## config.mk

```make
export PLATFORM = sky130hd
export DESIGN_NAME = gate_delay_meter
export DESIGN_NICKNAME = d
export VERILOG_FILES = /design/src/rtl/gate_delay_meter.sv
export SDC_FILE = /design/constraint.sdc
export NUM_CORES = 1
export LEC_CHECK = 0
export BUFFER_PORTS_ARGS = -buffer_cell sky130_fd_sc_hd__buf_2
export CAP_MARGIN = 0
export CORE_ASPECT_RATIO = 0.8
export CORE_MARGIN = 5
export CORE_UTILIZATION = 40
export DETAILED_ROUTE_END_ITERATION = 10
export GPL_ROUTABILITY_DRIVEN = 0
export GPL_TIMING_DRIVEN = 0
export HOLD_SLACK_MARGIN = 0.12
export MAX_ROUTING_LAYER = met4
export RECOVER_POWER = 25
export SYNTH_ARGS = -nofsm -noshare
export SYNTH_HDL_FRONTEND = slang
export SYNTH_SLANG_ARGS = --single-unit
```

## constraint.sdc

```tcl
create_clock -name clk -period 4.17 [get_ports clk]
set_input_delay 0.2085 -clock clk [delete_from_list [all_inputs] [get_ports clk]]
set_output_delay 0.2085 -clock clk [all_outputs]
set_load 0.02 [all_outputs]
```

## src/rtl/gate_delay_meter.sv

```systemverilog
// Measures how many clock edges the observed output of the (a&b)|c gate stage lags each expected transition.
// Optional macro GATE_DELAY_METER_MINMAX_EN builds the min/max delay trackers; otherwise those ports are constant.
module gate_delay_meter #(
  parameter int CW       = 8,
  parameter int MAX_WAIT = 32,
  parameter int NW       = 16
) (
  input  logic          clk,
  input  logic          rst,
  input  logic          a,
  input  logic          b,
  input  logic          c,
  input  logic          gate_out,
  input  logic          clr,
  output logic          meas_valid,
  output logic [CW-1:0] meas_delay,
  output logic          meas_rise,
  output logic [CW-1:0] min_delay,
  output logic [CW-1:0] max_delay,
  output logic [NW-1:0] meas_cnt,
  output logic [NW-1:0] abort_cnt,
  output logic          timeout,
  output logic          err
);

  typedef enum logic [1:0] {PRIME, IDLE, WAIT, TMO} state_t;

  localparam logic [CW-1:0] MAX_CNT = CW'(MAX_WAIT);
  localparam logic [CW-1:0] CW_ONES = {CW{1'b1}};
  localparam logic [NW-1:0] NW_ONES = {NW{1'b1}};

  state_t        state_reg, state_next;
  logic [CW-1:0] cnt_reg, cnt_next;
  logic          exp_q_reg;
  logic          exp_now;
  logic          chg;
  logic          match;
  logic          done;
  logic [CW-1:0] done_delay;
  logic          abort_inc;
  logic          tmo_hit;

  // exp_q is meaningless until PRIME has loaded it, so no change is seen there.
  always_comb begin
    exp_now = (a & b) | c;
    chg     = (state_reg != PRIME) && (exp_now != exp_q_reg);
    match   = (gate_out == exp_now);
  end

  always_ff @(posedge clk) begin
    if (rst) begin
      state_reg <= PRIME;
      cnt_reg   <= '0;
      exp_q_reg <= 1'b0;
    end else begin
      state_reg <= state_next;
      cnt_reg   <= cnt_next;
      exp_q_reg <= exp_now;
    end
  end

  always_comb begin
    state_next = state_reg;
    cnt_next   = cnt_reg;
    done       = 1'b0;
    done_delay = '0;
    abort_inc  = 1'b0;
    tmo_hit    = 1'b0;
    case (state_reg)
      PRIME: begin
        state_next = IDLE;
        cnt_next   = '0;
      end
      IDLE: begin
        if (chg) begin
          if (match) begin
            done = 1'b1;
          end else begin
            state_next = WAIT;
            cnt_next   = CW'(1);
          end
        end
      end
      WAIT: begin
        if (chg) begin
          abort_inc = 1'b1;
          if (match) begin
            state_next = IDLE;
            cnt_next   = '0;
          end else begin
            cnt_next = CW'(1);
          end
        end else if (match) begin
          done       = 1'b1;
          done_delay = cnt_reg;
          state_next = IDLE;
          cnt_next   = '0;
        end else if (cnt_reg == MAX_CNT) begin
          tmo_hit    = 1'b1;
          state_next = TMO;
          cnt_next   = '0;
        end else begin
          cnt_next = cnt_reg + CW'(1);
        end
      end
      TMO: begin
        // A late arrival of the abandoned transition resynchronises silently.
        if (match) begin
          state_next = IDLE;
        end else if (chg) begin
          abort_inc  = 1'b1;
          state_next = WAIT;
          cnt_next   = CW'(1);
        end
      end
      default: begin
        state_next = PRIME;
        cnt_next   = '0;
      end
    endcase
  end

  // Per-measurement result; updates even while clr is asserted.
  always_ff @(posedge clk) begin
    if (rst) begin
      meas_valid <= 1'b0;
      meas_delay <= '0;
      meas_rise  <= 1'b0;
      timeout    <= 1'b0;
    end else begin
      meas_valid <= done;
      timeout    <= tmo_hit;
      if (done) begin
        meas_delay <= done_delay;
        meas_rise  <= exp_now;
      end
    end
  end

  always_ff @(posedge clk) begin
    if (rst || clr) begin
      meas_cnt  <= '0;
      abort_cnt <= '0;
      err       <= 1'b0;
    end else begin
      if (done && (meas_cnt != NW_ONES)) begin
        meas_cnt <= meas_cnt + NW'(1);
      end
      if (abort_inc && (abort_cnt != NW_ONES)) begin
        abort_cnt <= abort_cnt + NW'(1);
      end
      if (tmo_hit) begin
        err <= 1'b1;
      end
    end
  end

`ifdef GATE_DELAY_METER_MINMAX_EN
  logic [CW-1:0] min_reg;
  logic [CW-1:0] max_reg;

  always_ff @(posedge clk) begin
    if (rst || clr) begin
      min_reg <= CW_ONES;
      max_reg <= '0;
    end else if (done) begin
      if (done_delay < min_reg) begin
        min_reg <= done_delay;
      end
      if (done_delay > max_reg) begin
        max_reg <= done_delay;
      end
    end
  end

  assign min_delay = min_reg;
  assign max_delay = max_reg;
`else
  assign min_delay = CW_ONES;
  assign max_delay = '0;
`endif

endmodule

```

Word-level counts from Yosys, hierarchy flattened
Index checks and enable logic that the tools add are counted.
- register bits: 55
- input port bits: 7
- logic and storage cells: 70
- $add $sub $neg: 3
- equality and inequality tests: 15
- mux-type cells: 32
- bitwise operators: 2
- reductions and logical operators: 8
- operators with widths (operator ; count):
    $mux W8 ; 10
    $add A16 B1 Y16 const B ; 2
    $ne A16 B16 Y1 const B ; 2
    $pmux W8 S4 ; 1
    $mux W2 ; 8
    $mux W1 ; 10
    $ne A3 B3 Y1 const B ; 3
    $add A8 B1 Y8 const B ; 1
    $eq A8 B6 Y1 const B ; 1
    $ne A2 B2 Y1 const B ; 4
    $pmux W2 S4 ; 1
    $reduce_and A5 Y1 ; 1
    $eq A2 B2 Y1 const B ; 2
    $pmux W1 S2 ; 2
    $reduce_and A4 Y1 ; 1
    $logic_and A1 B1 Y1 ; 3
    $eq A2 B1 Y1 const B ; 1
    $logic_not A2 Y1 ; 1
    $reduce_bool A2 Y1 ; 1
    $and A1 B1 Y1 ; 1
    $eq A1 B1 Y1 ; 1
    $logic_or A1 B1 Y1 ; 1
    $ne A1 B1 Y1 ; 1
    $or A1 B1 Y1 ; 1

Logic depth before layout (Yosys ltp)
- depth in word-level cells: 8
- depth in mapped cells: 9
- depth with buffers taken out: 7

Worst setup path after synthesis
Ideal clock, no wire load.
- kind: flip-flop to flip-flop
- from: register meas_cnt[0]
- to: register meas_cnt[1]
- setup time: 0.116 ns
- arrival time: 2.092 ns
- data required time: 4.054 ns
- slack: 1.961 ns
- cell stages (with the launch flop): 8
- buffers on the path: 1
- clock period less this slack: 2.209 ns
- cells stage by stage: dfxtp_1 -> ha_1 -> and3_1 -> or4b_1 -> nor2_4 -> buf_4 -> nor3_1 -> a31o_2
- word-level cells in the longest chain between the ends: 2
- ends and longest elaborated chain (element ; line ; text):
    start, declared ; 20 ; output logic [NW-1:0] meas_cnt,
    start signal, assigned ; 147 ; meas_cnt <= meas_cnt + NW'(1);
    branches (longest 2 deep; another with $add A16 B1 Y16) ; n/a ;
Parallel ways; which one is timed is not known.
A chain may end at the register's enable or synchronous reset.

Worst setup path after layout
Ends and elaborated chain as after synthesis.

==> impl_metrics.yaml <==
drt:
  finalWirelength_um: 8924
  firstDrtPassIters: 4
  ant_nets: 0
  drt_iter0_drc: 182
  dr_total_vias: 3223
  wl_per_cell_um: 15.71
  drc_errors: 0
  viasPerCell: 5.674
flow_run:
  cap_viol_max_count: 0
sta:
  final.min_clock_period_ns: 2.487
  hold_viol: 0
  slew_headroom: 0.4983
  worst_pin_slew_ns: 0.7457
  slew_viol_final: 0
  rsz0062_at_grt: "false"
  finClkSkew_ns: 0.02030
  setup_viol: 0
  tns_ns: 0
  timing.fmax_mhz: 402.2
  period_share: 0.5963
setup_path:
  cp_slowest_cell: "or4b_1"
  worst_ep_arrival_time_ns: 2.72
  crit_family: "simple AND/OR/NAND/NOR gates"
  ff2ff_setup_slack_ns: 1.68
  end_kind: "flip-flop"
  cp.required_ns: 4.41
  r2r-start: "meas_cnt[0]"
  path_buf_inv: 1
  reg2reg_depth: 7
  cp-start-kind: "flip-flop"
  critPathMaxFanout: 10
  startpoint: "meas_cnt[0]"
  setup.worst_path.class: "flip-flop to flip-flop"
  crit_path_max_incr_delay_ns: 0.59
  worstPathCellList: "ha_1 > and3_1 > or4b_1 > nor2_4 > buf_4 > nor3_1 > a31o_2"
  reg2reg_to: "meas_cnt[1]"
clock_network:
  htree_num_levels: 2
  path_clk_slew_ns: 0.12
  clkSinkCount: 55
  cts_hold_buffers: 0
  cts_tree: "yes"
  clk_latency_ns: 0.33
  clk_path_buf_depth: 2
  postCtsSetupBuffers: 0
  cts_buffers: 5
  root_buffer: "clkbuf_8"
  cts_resized: 0
yosys:
  syn_area_mm2: 0.003288
  ys_warn_count: 0
  netlist_instances: 389
  synth_cell_types: 65
  seq_area_frac_synth: 0.3349
  synthArstFlopShare: 0
  synth_flop_cell: "dfxtp_1"
  synth-seq-cells: 55
  synth_edf_count: 0
  syn_area_per_cell_um2: 8.453
global_routing:
  grt_pass1_wl_um: 14880
  antenna_found_initial: 0
  track_usage: 0.1780
  use_met3: 0.03123
  grt_overflow: 0
  grt-busiest-layer: "met1"
  met1_usage: 0.2592
  grt_pass1_vias: 2856
  grt_max_degree: 19
  globalRouteMet2Util: 0.2520
min_path:
  hold_depth: 3
  hold_start: "clr"
  hp-class: "primary input to flip-flop"
  min_to: "meas_cnt[4]"
placed_design:
  portBuffers: 49
  dp_hpwl_um: 6451
die:
  die_h_um: 91.10
  rows: 29
  io_pins: 67
  core_mm2: 0.007983
  dieArea_mm2: 0.01015
  dieWidth_um: 111.4
  start_util: 0.4119
power:
  peakVddDrop_v: 0.0002173
  powerDensity_mw_per_mm2: 374.9
  p_leak_uw: 0.001374
final_layout:
  drive_gt1_frac: 0.1630
  largestRegisters: "abort_cnt: 16 flops, meas_cnt: 16 flops"
  layout_commonest_cell: "dfxtp_1"
  antenna_cells: 0
  fin_nets: 474
  final_cell_mix: "55 x dfxtp_1, 37 x clkbuf_1, 30 x buf_2"
  area.growth.synth_to_final_pct: 15.33
  final_util: 0.4751
outcome:
  status: "finished clean"
-- worst max path at each step --
stage / end / slack, ns / cells after the start
finish: meas_cnt[1] / 1.68 / 7
floorplan: meas_cnt[1] / 1.96 / 7
global placement: meas_cnt[1] / 1.74 / 7
detailed placement: cnt_reg[6] / 1.73 / 9
global route: cnt_reg[6] / 1.45 / 9
CTS: meas_cnt[1] / 1.72 / 7
-- tightest hold or removal path, stage by stage --
cell and delay, ns:
buf_2 0.14, or3_1 0.12, o41ai_1 0.06
-- kinds of logic (layout without fill, tap and decap cells) --
| family | after synthesis | in the layout | synth area share |
|---|---|---|---|
| AO/OA/AOI/OAI | 106 | 106 | 0.2317 |
| XOR/XNOR | 4 | 4 | 0.01066 |
| adder cells (fa/ha/maj) | 8 | 8 | 0.03044 |
| buffers and inverters | 55 | 112 | 0.09323 |
| flip-flops | 55 | 55 | 0.3349 |
| multiplexers | 8 | 8 | 0.02930 |
| other | 2 | 16 | 0.002284 |
| AND/OR/NAND/NOR | 151 | 151 | 0.2675 |
-- cell type report --
cell class / instances / area, um^2
Clock inverter: 2 / 18.77
Fill cell: 837 / 4190
Clock buffer: 6 / 82.58
Sequential cell: 55 / 1101
Tap cell: 108 / 135.1
Timing Repair Buffer: 49 / 215.2
Inverter: 16 / 60.06
Buffer: 39 / 246.5
Multi-Input combinational cell: 293 / 1933
-- through the flow --
step                      cells  hold WS, ns  total power [uW]  area [um^2]  worst slack, ns
after floorplan             403       0.3855             955.0         3341            1.961
after global placement      560       0.4661              1073         3721            1.743
after detailed placement    560       0.4618              1078         3721            1.727
after CTS                   568       0.2221              1424         3822            1.721
after global routing        568       0.2308              1506         3792            1.454
final                       568       0.2340              1422         3792            1.683
-- synthesized netlist by cell type (all sizes together) (4+ instances only) --
| cell type | number | area (um^2) |
|---|---|---|
| dfxtp | 55 | 1101 |
| buf | 26 | 197.7 |
| nor2 | 26 | 105.1 |
| nand2 | 25 | 93.84 |
| a21oi | 24 | 131.4 |
| inv | 16 | 60.06 |
| nand3 | 14 | 70.07 |
| o21ai | 14 | 70.07 |
| clkbuf | 13 | 48.80 |
| or3 | 13 | 81.33 |
| and3 | 12 | 75.07 |
| nand4 | 11 | 68.82 |
| or4 | 10 | 75.07 |
| nand2b | 9 | 63.81 |
| ha | 8 | 100.1 |
| nor4 | 7 | 65.06 |
| o31ai | 7 | 52.55 |
| o32ai | 6 | 52.55 |
| a31oi | 5 | 31.28 |
| and4 | 5 | 43.79 |
| mux2i | 5 | 62.56 |
| nor3 | 5 | 25.02 |
| o2111ai | 4 | 35.03 |
| o211ai | 4 | 30.03 |
| o41ai | 4 | 35.03 |
| or2 | 4 | 25.03 |
-- power by group --
| group | switching [uW] | internal, uW | total (uW) | leakage (uW) |
|---|---|---|---|---|
| combinational | 343 | 175 | 518 | 0.000881 |
| sequential | 15.1 | 541 | 557 | 0.000444 |
| clock | 208 | 140 | 348 | 0.0000493 |
| total | 566 | 856 | 1420 | 0.00137 |
-- routing by layer --
metal	vias up	share of wire
met4	0	0.011
met3	9	0.048
li1	1599	-
met5	-	0
met2	96	0.43
met1	1519	0.51
(Power assumes the default switching activity.)
